===== config.mk =====
export PLATFORM = sky130hd
export DESIGN_NAME = ps2_host_tx
export DESIGN_NICKNAME = d
export VERILOG_FILES = /design/src/rtl/ps2_host_tx.sv
export SDC_FILE = /design/constraint.sdc
export NUM_CORES = 1
export LEC_CHECK = 0
export ABC_AREA = 1
export BUFFER_PORTS_ARGS = -buffer_cell sky130_fd_sc_hd__buf_4
export CAP_MARGIN = 20
export CORE_MARGIN = 2
export CORE_UTILIZATION = 39
export CTS_BUF_LIST = sky130_fd_sc_hd__clkbuf_4 sky130_fd_sc_hd__clkbuf_8
export DETAILED_ROUTE_END_ITERATION = 16
export PLACE_DENSITY = 0.64
export SKIP_LAST_GASP = 1
export SYNTH_ARGS = -nofsm -noshare
export SYNTH_HDL_FRONTEND = slang
export SYNTH_SLANG_ARGS = --single-unit

===== constraint.sdc =====
create_clock -name clk -period 1.9 [get_ports clk]
set_input_delay 0.095 -clock clk [delete_from_list [all_inputs] [get_ports clk]]
set_output_delay 0.095 -clock clk [all_outputs]
set_load 0.01 [all_outputs]

===== src/rtl/ps2_host_tx.sv =====
// ps2_host_tx
// Host-to-device PS/2 transmitter. It sends one command byte to a PS/2 device
// through the full host request sequence:
//   - inhibit the clock line;
//   - assert the request-to-send start bit;
//   - shift out the 8 data bits (LSB first), odd parity and stop on
//     device-generated clock falls;
//   - check the device acknowledge bit.
// Both pins are driven open-drain through output enables (1 = pull low).
//
// Ports:
//   clk          system clock
//   reset        asynchronous active-high reset
//   tx_valid     request to send tx_data
//   tx_data[7:0] command byte, sampled when tx_valid & tx_ready
//   tx_ready     high only while idle and able to accept a byte
//   tx_done      one-cycle pulse when the device acknowledged
//   tx_err       one-cycle pulse on missing ack (or watchdog timeout)
//   ps2_clk      PS/2 clock pin level (asynchronous)
//   ps2_data     PS/2 data pin level (asynchronous)
//   ps2_clk_oe   1 = drive clock pin low, 0 = release
//   ps2_data_oe  1 = drive data pin low, 0 = release
//
// Compile-time option:
//   PS2_HOST_TX_TIMEOUT_EN  adds a per-frame watchdog of TIMEOUT_CYCLES cycles
//                           counted from accept; on expiry both lines are
//                           released, tx_err pulses and the block returns to idle.
module ps2_host_tx #(
   parameter int INHIBIT_CYCLES = 5000,
   parameter int TIMEOUT_CYCLES = 750000
) (
   input  logic       clk,
   input  logic       reset,
   input  logic       tx_valid,
   input  logic [7:0] tx_data,
   output logic       tx_ready,
   output logic       tx_done,
   output logic       tx_err,
   input  logic       ps2_clk,
   input  logic       ps2_data,
   output logic       ps2_clk_oe,
   output logic       ps2_data_oe
);

   typedef enum logic [2:0] {
      S_IDLE,
      S_INHIBIT,
      S_SEND,
      S_ACK,
      S_WAIT_IDLE
   } state_t;

   localparam int INH_W = $clog2(INHIBIT_CYCLES + 1);

   state_t           state_q, state_d;
   logic [2:0]       clk_sync_q, data_sync_q;
   logic [9:0]       frame_q, frame_d;      // {stop, parity, data[7:0]}
   logic [3:0]       bit_idx_q, bit_idx_d;
   logic [INH_W-1:0] inh_cnt_q, inh_cnt_d;
   logic             clk_oe_q, clk_oe_d;
   logic             data_oe_q, data_oe_d;
   logic             ready_q, ready_d;
   logic             done_q, done_d;
   logic             err_q, err_d;
   logic             clk_fall;
   logic             data_s;

`ifdef PS2_HOST_TX_TIMEOUT_EN
   localparam int TMO_W = $clog2(TIMEOUT_CYCLES + 1);
   logic [TMO_W-1:0] tmo_q, tmo_d;
`endif

   // Oldest synchronizer stage high, next stage low: a device clock fall.
   assign clk_fall = clk_sync_q[2] & ~clk_sync_q[1];
   assign data_s   = data_sync_q[2];

   always_comb begin
      state_d   = state_q;
      frame_d   = frame_q;
      bit_idx_d = bit_idx_q;
      inh_cnt_d = inh_cnt_q;
      clk_oe_d  = clk_oe_q;
      data_oe_d = data_oe_q;
      done_d    = 1'b0;
      err_d     = 1'b0;
`ifdef PS2_HOST_TX_TIMEOUT_EN
      tmo_d     = (state_q == S_IDLE) ? '0 : tmo_q + TMO_W'(1);
`endif

      case (state_q)
         S_IDLE: begin
            clk_oe_d  = 1'b0;
            data_oe_d = 1'b0;
            bit_idx_d = 4'd0;
            // ready_q is low during a done/err pulse, so a held tx_valid is
            // only taken one cycle after the pulse.
            if (tx_valid && ready_q) begin
               frame_d   = {1'b1, ~^tx_data, tx_data};
               inh_cnt_d = '0;
               clk_oe_d  = 1'b1;
               state_d   = S_INHIBIT;
            end
         end
         S_INHIBIT: begin
            inh_cnt_d = inh_cnt_q + INH_W'(1);
            // Start bit goes low on the final inhibit cycle (one cycle overlap).
            if (inh_cnt_q == INH_W'(INHIBIT_CYCLES - 2)) begin
               data_oe_d = 1'b1;
            end
            if (inh_cnt_q == INH_W'(INHIBIT_CYCLES - 1)) begin
               clk_oe_d  = 1'b0;
               bit_idx_d = 4'd0;
               state_d   = S_SEND;
            end
         end
         S_SEND: begin
            if (clk_fall) begin
               // Open drain: a 1 bit (including stop) means release.
               data_oe_d = ~frame_q[bit_idx_q];
               bit_idx_d = bit_idx_q + 4'd1;
               if (bit_idx_q == 4'd9) begin
                  state_d = S_ACK;
               end
            end
         end
         S_ACK: begin
            if (clk_fall) begin
               data_oe_d = 1'b0;
               if (!data_s) begin
                  state_d = S_WAIT_IDLE;
               end else begin
                  err_d   = 1'b1;
                  state_d = S_IDLE;
               end
            end
         end
         S_WAIT_IDLE: begin
            if (clk_sync_q[2] && data_s) begin
               done_d  = 1'b1;
               state_d = S_IDLE;
            end
         end
         default: begin
            clk_oe_d  = 1'b0;
            data_oe_d = 1'b0;
            state_d   = S_IDLE;
         end
      endcase

`ifdef PS2_HOST_TX_TIMEOUT_EN
      // Watchdog wins over every other transition, including WAIT_IDLE.
      if (state_q != S_IDLE && tmo_q == TMO_W'(TIMEOUT_CYCLES - 1)) begin
         clk_oe_d  = 1'b0;
         data_oe_d = 1'b0;
         done_d    = 1'b0;
         err_d     = 1'b1;
         state_d   = S_IDLE;
      end
`endif

      ready_d = (state_d == S_IDLE) && !done_d && !err_d;
   end

   always_ff @(posedge clk or posedge reset) begin
      if (reset) begin
         state_q     <= S_IDLE;
         clk_sync_q  <= 3'b111;
         data_sync_q <= 3'b111;
         frame_q     <= '0;
         bit_idx_q   <= 4'd0;
         inh_cnt_q   <= '0;
         clk_oe_q    <= 1'b0;
         data_oe_q   <= 1'b0;
         ready_q     <= 1'b1;
         done_q      <= 1'b0;
         err_q       <= 1'b0;
      end else begin
         state_q     <= state_d;
         clk_sync_q  <= {clk_sync_q[1:0], ps2_clk};
         data_sync_q <= {data_sync_q[1:0], ps2_data};
         frame_q     <= frame_d;
         bit_idx_q   <= bit_idx_d;
         inh_cnt_q   <= inh_cnt_d;
         clk_oe_q    <= clk_oe_d;
         data_oe_q   <= data_oe_d;
         ready_q     <= ready_d;
         done_q      <= done_d;
         err_q       <= err_d;
      end
   end

`ifdef PS2_HOST_TX_TIMEOUT_EN
   always_ff @(posedge clk or posedge reset) begin
      if (reset) begin
         tmo_q <= '0;
      end else begin
         tmo_q <= tmo_d;
      end
   end
`endif

   assign tx_ready    = ready_q;
   assign tx_done     = done_q;
   assign tx_err      = err_q;
   assign ps2_clk_oe  = clk_oe_q;
   assign ps2_data_oe = data_oe_q;

endmodule


==> results.sh <==
export IMPL_comb_power_share=0.046
export IMPL_vias=1709
export IMPL_pwr_share_seq=0.521
export IMPL_place_area_um2=2415
export IMPL_yosysMostFrequentCell="nand2_1"
export IMPL_p_sw_mw=0.3546
export IMPL_regArea_um2=1035
export IMPL_drtIter0Drc=108
export IMPL_finalCritPeriodShare=0.7788
export IMPL_area_growth_pct=14.27
export IMPL_power_share_switching=0.2083
export IMPL_setup_viol_count_final=0
export IMPL_core_area_um2=5540
export IMPL_synth_area_per_cell_um2=8.283
export IMPL_cp_required_ns=2.10
export IMPL_min_delay_start="tx_data[7]"
export IMPL_cp_end_kind="register"
export IMPL_crit_type="register to register"
export IMPL_synth_cells=271
export IMPL_max_freq_mhz=675.8
export IMPL_post_drt_wl_per_cell_um=11.33
export IMPL_synth_distinct_cells=33
export IMPL_layout_drive_gt1_share=0.2041
export IMPL_whs_endpoint="frame_q[7]"
export IMPL_vdd_drop_max_uv=299.2
export IMPL_synth_seq_cells=41
export IMPL_internal_power_mw=1.348
export IMPL_rsz0062_at_grt="false"
export IMPL_synth_top_area_share=0.3790
export IMPL_insertion_delay_ns=0.30
export IMPL_grt_use_met3=0.03959
export IMPL_start_util=0.4051
export IMPL_crit_path_start_kind="register"
export IMPL_cp_max_fo=24
export IMPL_cts_sinks=41
export IMPL_r2r_cells=8
export IMPL_fin_area_um2=2565
export IMPL_async_flop_share=1.000
export IMPL_gr_max_usage_layer="met2"
export IMPL_grt_pass1_wl_mm=7.383
export IMPL_first_global_vias=1672
export IMPL_p_per_area_nw_per_um2=663.8
export IMPL_post_cts_buffers=0
export IMPL_max_stage_delay_ns=0.46
export IMPL_slew_headroom=0.6536
export IMPL_synth_edf_count=0
export IMPL_crit_family="simple AND/OR/NAND/NOR gates"
export IMPL_cp_cell_sequence="inv_2 -> nand3_1 -> nor2_8 -> inv_2 -> nand2_1 -> nand2_1 -> o21ai_1 -> inv_1"
export IMPL_hold_depth=3
export IMPL_overflow=0
export IMPL_arrival_ns=1.68
export IMPL_h_tree_depth=2
export IMPL_clk_pin_slew_worst_paths_ns=0.09
export IMPL_clk_path_buf_depth=2
export IMPL_timing_hold_violations_final=0
export IMPL_p_leak_nw=1.244
export IMPL_antenna_found_initial=0
export IMPL_worst_pin_slew_ns=0.5196
export IMPL_fillers=557
export IMPL_cts_made_buffers=5
export IMPL_met2_usage=0.2361
export IMPL_reg2reg_setup_slack_ns=0.42
export IMPL_grt_use_met1=0.1920
export IMPL_drtAntennaViolNets=0
export IMPL_pin_count=18
export IMPL_cts_resized=0
export IMPL_dp_hpwl_mm=2.978
export IMPL_rows=27
export IMPL_crit_slowest_cell="dfrtp_1"
export IMPL_dieHeight_um=79.87
export IMPL_ys_seq_area_frac=0.4610
export IMPL_syn_area_um2=2245
export IMPL_r2r_start="state_q[2]"
export IMPL_drv_cap=0
export IMPL_crit_buf_inv=3
export IMPL_status="finished clean"
export IMPL_grt_max_degree=42
export IMPL_drc_errors=0
export IMPL_post_synth_top_area_cell="dfrtp_1"
export IMPL_die_x_um=79.87
export IMPL_insertedDiodeCount=0
export IMPL_wl_mm=4.147
export IMPL_synth_area_top_cells="dfrtp_1 (38%), nand2_1 (9.4%), dfstp_2 (8.2%)"
export IMPL_nets=310
export IMPL_clock_skew_ns=0.01348
export IMPL_cts_tree="yes"
export IMPL_ys_flop_type="dfrtp_1"
export IMPL_clockRootBuffer="clkbuf_8"
export IMPL_setup_tns_ns=0
export IMPL_hp_class="primary input to register"
export IMPL_io_buffers=17
export IMPL_syn_nets=288
export IMPL_grt_use_total=0.1511
export IMPL_multi_input_area_um2=983.4
export IMPL_drt_vias_per_instance=4.669
export IMPL_die_area_um2=6378
export IMPL_slew_violations=0
export IMPL_r2r_end="inh_cnt_q[9]"
export IMPL_dr_pass1_iters=4
export IMPL_synth_cells_most_frequent="nand2_1 (56), inv_1 (38), dfrtp_1 (34)"
export IMPL_ys_warnings_count=0
export IMPL_p_clk_frac=0.434
export IMPL_period_minus_slack_ns=1.480
export IMPL_place_congestion=0.8519
==> worst max-delay path by stage <==
| stage | from | end | slack (ns) | depth (start not counted) |
|---|---|---|---|---|
| final | state_q[2] | inh_cnt_q[9] | 0.42 | 8 |
| after CTS | state_q[2] | inh_cnt_q[9] | 0.40 | 8 |
| after global placement | state_q[0] | inh_cnt_q[9] | 0.45 | 8 |
| after global routing | state_q[2] | inh_cnt_q[10] | 0.23 | 6 |
| after detailed placement | state_q[2] | inh_cnt_q[9] | 0.41 | 8 |
| after floorplan | clk_sync_q[2] | bit_idx_q[1] | 0.59 | 7 |
==> layout make-up <==
cell class,instances,share of cell area
repair buffers,21,0.06439
flip-flops and latches,41,0.4034
clock buffers,6,0.03220
clock inverters,2,0.01463
inverters,45,0.06683
multi-input cells,179,0.3834
well taps,72,0.03512
==> placed cells by master (no fill, tap or decap), types with 3 or more instances in the layout <==
cell type | synthesis | routed
nand2_1 | 56 | 56
inv_1 | 38 | 38
dfrtp_1 | 34 | 34
nand3_1 | 31 | 31
buf_4 | 0 | 18
nor2_1 | 15 | 15
o21ai_1 | 11 | 11
o21ai_0 | 10 | 10
a21oi_1 | 7 | 7
dfstp_2 | 7 | 7
inv_2 | 6 | 6
xnor2_1 | 6 | 6
clkbuf_8 | 0 | 6
nand4_1 | 5 | 5
xor2_1 | 5 | 5
nor2_2 | 4 | 4
nor3_1 | 4 | 4
ha_1 | 4 | 4
nand2_2 | 3 | 3
dlygate4sd3_1 | 0 | 3
==> kinds of logic after synthesis <==
family	after synthesis	synth area share
AND/OR/NAND/NOR	129	0.2865
buffers and inverters	51	0.1009
flip-flops	41	0.4610
AO/OA/AOI/OAI	35	0.08640
XOR/XNOR	11	0.04292
adder cells (fa/ha/maj)	4	0.02230
==> what timing repair did <==
item / 4_1_cts / 5_1_grt
setup endpoints to repair: 0 / 0
hold endpoints to repair: 36 / 0
hold buffers: 3 / 0
==> flip-flops by register name, summed over array words and instances (netlist names), 3 cells and up <==
register and count:
inh_cnt_q 13, data_sync_q 3, bit_idx_q 4, frame_q 10, clk_sync_q 3, state_q 3
==> per-layer routing <==
metal | vias to the layer above | part of all wire
li1 | 904 | -
met1 | 777 | 0.50
met2 | 20 | 0.45
met3 | 8 | 0.029
met4 | 0 | 0.023
met5 | - | 0
==> worst reg2reg max path, stage by stage, from the launching register on <==
cell and delay, ns:
dfrtp_1 0.46, inv_2 0.13, nand3_1 0.17, nor2_8 0.33
inv_2 0.08, nand2_1 0.06, nand2_1 0.05, o21ai_1 0.07
inv_1 0.05
==> power groups by stage <==
stage | sequential [mW] | clock (mW) | combinational (mW)
after global placement | 0.903 | 0 | 0.0739
final | 0.887 | 0.738 | 0.0778
after detailed placement | 0.904 | 0 | 0.0751
after global routing | 0.887 | 0.793 | 0.0894
after floorplan | 0.903 | 0 | 0.0423
after CTS | 0.887 | 0.768 | 0.0802
==> through the flow <==
| stage | util | total power, mW | hold slack, ns | setup slack (ns) | instances |
|---|---|---|---|---|---|
| detailed placement | 0.4359 | 0.9787 | 0.2045 | 0.4104 | 355 |
| finish | 0.4630 | 1.703 | 0.01851 | 0.4204 | 366 |
| floorplan | - | 0.9449 | 0.09948 | 0.5883 | 271 |
| global placement | 0.4359 | 0.9772 | 0.2034 | 0.4461 | 355 |
| global route | 0.4630 | 1.769 | 0.008549 | 0.2326 | 366 |
| CTS | 0.4630 | 1.735 | 0.005196 | 0.3991 | 366 |
No activity file was read; power rests on OpenSTA's default activity.
